File: src/rtl/wb_path.sv
// wb_path: write-back path from the execute stage into the general register file.
//   The execute result triple {wd, wreg, wdata} passes through the ex/mem and
//   mem/wb registers and is then committed to the register array. Two
//   combinational read ports serve decode. Each port returns the newest
//   in-flight value, checked in this order: ex inputs, ex/mem, mem/wb, array.
// Ports:
//   clk, rst (async, active-low)
//   ex_wd/ex_wreg/ex_wdata  execute result triple
//   stall                   holds both stages and blocks the array write
//   flush                   clears the ex/mem entry
//   re1/raddr1/rdata1, re2/raddr2/rdata2   decode read ports
//   wb_wreg/wb_wd/wb_wdata  commit strobe and the mem/wb contents
module wb_path #(
  parameter int DATA_W = 32,
  parameter int ADDR_W = 5,
  parameter int NREG   = 32
) (
  input  logic              clk,
  input  logic              rst,
  input  logic [ADDR_W-1:0] ex_wd,
  input  logic              ex_wreg,
  input  logic [DATA_W-1:0] ex_wdata,
  input  logic              stall,
  input  logic              flush,
  input  logic              re1,
  input  logic [ADDR_W-1:0] raddr1,
  input  logic              re2,
  input  logic [ADDR_W-1:0] raddr2,
  output logic [DATA_W-1:0] rdata1,
  output logic [DATA_W-1:0] rdata2,
  output logic              wb_wreg,
  output logic [ADDR_W-1:0] wb_wd,
  output logic [DATA_W-1:0] wb_wdata
);

  logic [ADDR_W-1:0] s1_wd_q, s1_wd_d, s2_wd_q;
  logic              s1_wreg_q, s1_wreg_d, s2_wreg_q;
  logic [DATA_W-1:0] s1_wdata_q, s1_wdata_d, s2_wdata_q;
  logic [DATA_W-1:0] regs_q [NREG];

  // A flush clears ex/mem even when the pipe is stalled.
  always_comb begin
    s1_wd_d    = s1_wd_q;
    s1_wreg_d  = s1_wreg_q;
    s1_wdata_d = s1_wdata_q;
    if (flush) begin
      s1_wd_d    = '0;
      s1_wreg_d  = 1'b0;
      s1_wdata_d = '0;
    end else if (!stall) begin
      s1_wd_d    = ex_wd;
      s1_wreg_d  = ex_wreg;
      s1_wdata_d = ex_wdata;
    end
  end

  assign wb_wreg  = s2_wreg_q && !stall && (s2_wd_q != '0);
  assign wb_wd    = s2_wd_q;
  assign wb_wdata = s2_wdata_q;

  always_ff @(posedge clk or negedge rst) begin
    if (!rst) begin
      s1_wd_q    <= '0;
      s1_wreg_q  <= 1'b0;
      s1_wdata_q <= '0;
      s2_wd_q    <= '0;
      s2_wreg_q  <= 1'b0;
      s2_wdata_q <= '0;
      for (int i = 0; i < NREG; i++) regs_q[i] <= '0;
    end else begin
      s1_wd_q    <= s1_wd_d;
      s1_wreg_q  <= s1_wreg_d;
      s1_wdata_q <= s1_wdata_d;
      if (!stall) begin
        s2_wd_q    <= s1_wd_q;
        s2_wreg_q  <= s1_wreg_q;
        s2_wdata_q <= s1_wdata_q;
      end
      if (wb_wreg) regs_q[s2_wd_q] <= s2_wdata_q;
    end
  end

  // Address 0 never forwards, so matching on a zero address is excluded up
  // front. Gating with rst keeps the ex forward from leaking out during reset.
  function automatic logic [DATA_W-1:0] read_port(input logic re, input logic [ADDR_W-1:0] ra);
    logic [DATA_W-1:0] v;
    v = '0;
    if (rst && re && (ra != '0)) begin
      if (ex_wreg && ex_wd == ra)          v = ex_wdata;
      else if (s1_wreg_q && s1_wd_q == ra) v = s1_wdata_q;
      else if (s2_wreg_q && s2_wd_q == ra) v = s2_wdata_q;
      else                                 v = regs_q[ra];
    end
    return v;
  endfunction

  assign rdata1 = read_port(re1, raddr1);
  assign rdata2 = read_port(re2, raddr2);

endmodule
File: config.mk
export PLATFORM = sky130hd
export DESIGN_NAME = wb_path
export DESIGN_NICKNAME = d
export VERILOG_FILES = /design/src/rtl/wb_path.sv
export SDC_FILE = /design/constraint.sdc
export NUM_CORES = 2
export LEC_CHECK = 0
export ABC_AREA = 0
export CAP_MARGIN = 40
export CORE_MARGIN = 2
export CORE_UTILIZATION = 59
export DETAILED_ROUTE_END_ITERATION = 16
export DONT_BUFFER_PORTS = 1
export PLACE_DENSITY = 0.77
export RECOVER_POWER = 50
export SLEW_MARGIN = 20
export SYNTH_ARGS = -nofsm -noshare
export SYNTH_HDL_FRONTEND = slang
export SYNTH_SLANG_ARGS = --single-unit
File: constraint.sdc
create_clock -name clk -period 1.96 [get_ports clk]
set_clock_uncertainty 0.05 [all_clocks]
set_input_delay 0.196 -clock clk [delete_from_list [all_inputs] [get_ports clk]]
set_output_delay 0.196 -clock clk [all_outputs]
set_load 0.005 [all_outputs]
==> flow_summary.json <==
{
  "hold_ws_ps": -718.1,
  "grt_max_degree": 1104,
  "drv_slew": 658,
  "drc": 0,
  "die_area_sq_um": 107100,
  "power.total_w": 0.05312,
  "drive_gt1_share_pct": 43.49,
  "register_area_sq_um": 27540,
  "wire_per_inst_um": 32.95,
  "synth_edf_count": 0,
  "synth_cell_types": 72,
  "syn_area_per_cell_sq_um": 12.48,
  "period_needed_ps": 4631,
  "syn_to_final_growth_pct": 22.08,
  "peakVddDrop_mv": 0.7501,
  "p_leak_nw": 35.78,
  "io_buffers": 0,
  "via_per_inst": 7.122,
  "place.gp.congestion": 0.9433,
  "setup_ws_ps": -2671,
  "max_clock_freq_mhz": 215.9,
  "grt_pass1_wl_um": 321700,
  "nFillCells": 6620,
  "worst_pin_slew_ps": 3967,
  "status": "finished with violations",
  "antenna_found_initial": 4,
  "drt-total-wl_um": 226300,
  "max_cap_violations": 3,
  "rows": 118,
  "start_util_pct": 59.51,
  "fin_area_sq_um": 75300,
  "worstPathArrival_ps": 4390,
  "clock_latency_ps": 730,
  "critPathMaxFanout": 458,
  "yosys_warnings": 0,
  "dr_total_vias": 48918,
  "final_common_cell": "dfrtp_1",
  "layout_common_cells": "1093 x dfrtp_1, 981 x mux2_2, 686 x mux2i_1, 566 x buf_4, 210 x a22oi_1",
  "violations": "negative hold slack, max-capacitance violations, max-slew violations, negative setup slack",
  "cp.required_ps": 1710,
  "die_w_um": 327.3,
  "final_cells": 6869,
  "finalHoldViolCount": 93,
  "critPathLaunchType": "input port",
  "grt_use_total_pct": 40.30,
  "cts_root_buf": "clkbuf_16",
  "path_clk_slew_ps": 60,
  "core_sq_um": 103600,
  "hold_class": "in -> async",
  "antenna_left": 0,
  "fin_crit_sh_pct": 236.3,
  "synthArstFlopShare_pct": 100.0,
  "relSlewSlack_pct": -164.5,
  "dp_hpwl_um": 131300,
  "ioPinCount": 156,
  "pre_cts_slack_ps": -521.5,
  "cts_made_buffers": 114,
  "layout.nets": 5444,
  "grt_remaining_overflow": 0,
  "synthCells": 4944,
  "rsz0062_at_grt": "true",
  "syn_area_sq_um": 61680,
  "grt_pass1_vias": 49314,
  "setup_violations": 1211,
  "cts_tree": "yes",
  "cp-end-kind": "output port",
  "ys_seq_elements": 1100,
  "yosysSeqAreaShare_pct": 44.63,
  "cts.htree.levels": 3,
  "drtIter0Drc": 6287,
  "place_area_sq_um": 68060,
  "die_height_um": 327.3,
  "synth_ff_type": "dfrtp_1",
  "multi_input_area_sq_um": 32630,
  "clk_path_buf_depth": 3,
  "critPathKind": "in -> out",
  "dr.pass1.iters": 7,
  "placed_cells": 6481,
  "p_per_area_nw_per_um2": 705.5,
  "clock-sinks": 1100,
  "syn-num-nets": 4998
}
## cell families (layout without fill, tap and decap cells)
logic type,after synthesis,after routing,share of synthesized area (%)
flops,1100,1100,44.63
compound gates,674,674,8.147
buf+inv,625,1167,4.625
mux,1934,1934,37.15
xor+xnor,30,30,0.4382
other cells,0,3,0
simple gates,581,581,5.010
## through the flow
step / utilization [%] / TNS (ps)
floorplan: - / -3267
global placement: 65.67 / -76060
detailed placement: 65.67 / -98670
global route: 72.65 / -593320
finish: 72.65 / -460790
CTS: 71.31 / -226670
## state kept, by name, summed over array words and instances, names as in the netlist
signal and flops:
regs_q 1024, s1_wd_q 5, s1_wdata_q 32, s1_wreg_q 1
s2_wreg_q 1, wb_wd 5, wb_wdata 32
## what timing repair did
item,in CTS,in global routing
gates resized for setup,132,160
hold buffers,111,2
endpoints found under the setup margin,952,1702
cloned,6,17
pin swaps,31,56
hold endpoints to repair,1176,257
setup buffers,15,16
## cell usage after synthesis (8+ instances only)
cell type / number / area [sq um]
a32oi_1: 31 / 271.5
o211ai_1: 27 / 202.7
xnor2_1: 13 / 113.9
nand2b_1: 8 / 50.05
o31a_1: 19 / 166.4
nor2b_1: 44 / 275.3
nand3_1: 156 / 780.8
a22oi_1: 212 / 1592
mux2_2: 1044 / 11760
buf_4: 29 / 217.7
o22ai_1: 94 / 588.1
and4_1: 18 / 157.7
clkbuf_1: 279 / 1047
nand4_1: 22 / 137.6
mux4_2: 175 / 3941
o21ai_1: 15 / 75.07
o221ai_1: 16 / 140.1
buf_1: 34 / 127.6
inv_1: 67 / 251.5
nor2_1: 64 / 240.2
o311ai_0: 11 / 96.34
a31oi_1: 31 / 193.9
mux2i_1: 690 / 6907
buf_6: 18 / 202.7
o311a_1: 21 / 210.2
a221o_1: 15 / 150.1
a22o_1: 11 / 96.34
xor2_1: 16 / 140.1
and3_1: 31 / 193.9
dfrtp_1: 1100 / 27530
and2_1: 15 / 93.84
a21oi_1: 44 / 220.2
nand2_1: 124 / 465.5
o2111ai_1: 16 / 140.1
nor4_1: 16 / 100.1
buf_2: 196 / 980.9
mux2_1: 23 / 259.0
o31ai_1: 11 / 82.58
o21ai_0: 12 / 60.06
or3_1: 15 / 93.84
nor3_1: 36 / 180.2
a211oi_1: 66 / 495.5
## worst max-delay path: stages
cell and delay [ps]:
mux2_2 1330, o21ai_0 170, o31ai_1 120, buf_4 190, nor4_1 270, a21oi_1 130, buf_4 150
## final timing paths
check / cells after the start / slack (ps) / end / start
min in group clk: 3 / 120 / s1_wdata_q[6] / ex_wdata[6]
hold / removal: 1 / -720 / regs_q[470] / rst
setup reg to reg: 10 / -510 / regs_q[578] / s2_wreg_q
max in group asynchronous: 3 / -230 / regs_q[750] / rst
hold reg to reg: 0 / 350 / regs_q[1007] / regs_q[1007]
setup / recovery: 7 / -2670 / rdata1[22] / raddr1[2]
## cell type report
type,count,share of cell area [%]
inverter,67,0.3340
antenna,3,0.009969
multi-input combinational,3219,43.33
clock buffer,165,4.470
sequential,1100,36.57
timing repair buffer,888,12.28
clock inverter,47,0.7178
tap,1380,2.293
## report_power, final
part	total (W)	internal, W	switching (W)
clock	0.0229	0.0132	0.00964
sequential	0.0237	0.0232	0.000460
combinational	0.00658	0.00284	0.00374
total	0.0531	0.0393	0.0138
## routing by layer
layer  part of all wire (%)  GRT usage [%]
met1                     37          52.36
met2                     42          58.51
met3                     14          13.75
met4                    7.3          24.11
met5                  0.021         0.5324
Power figures use the tool's default switching activity.
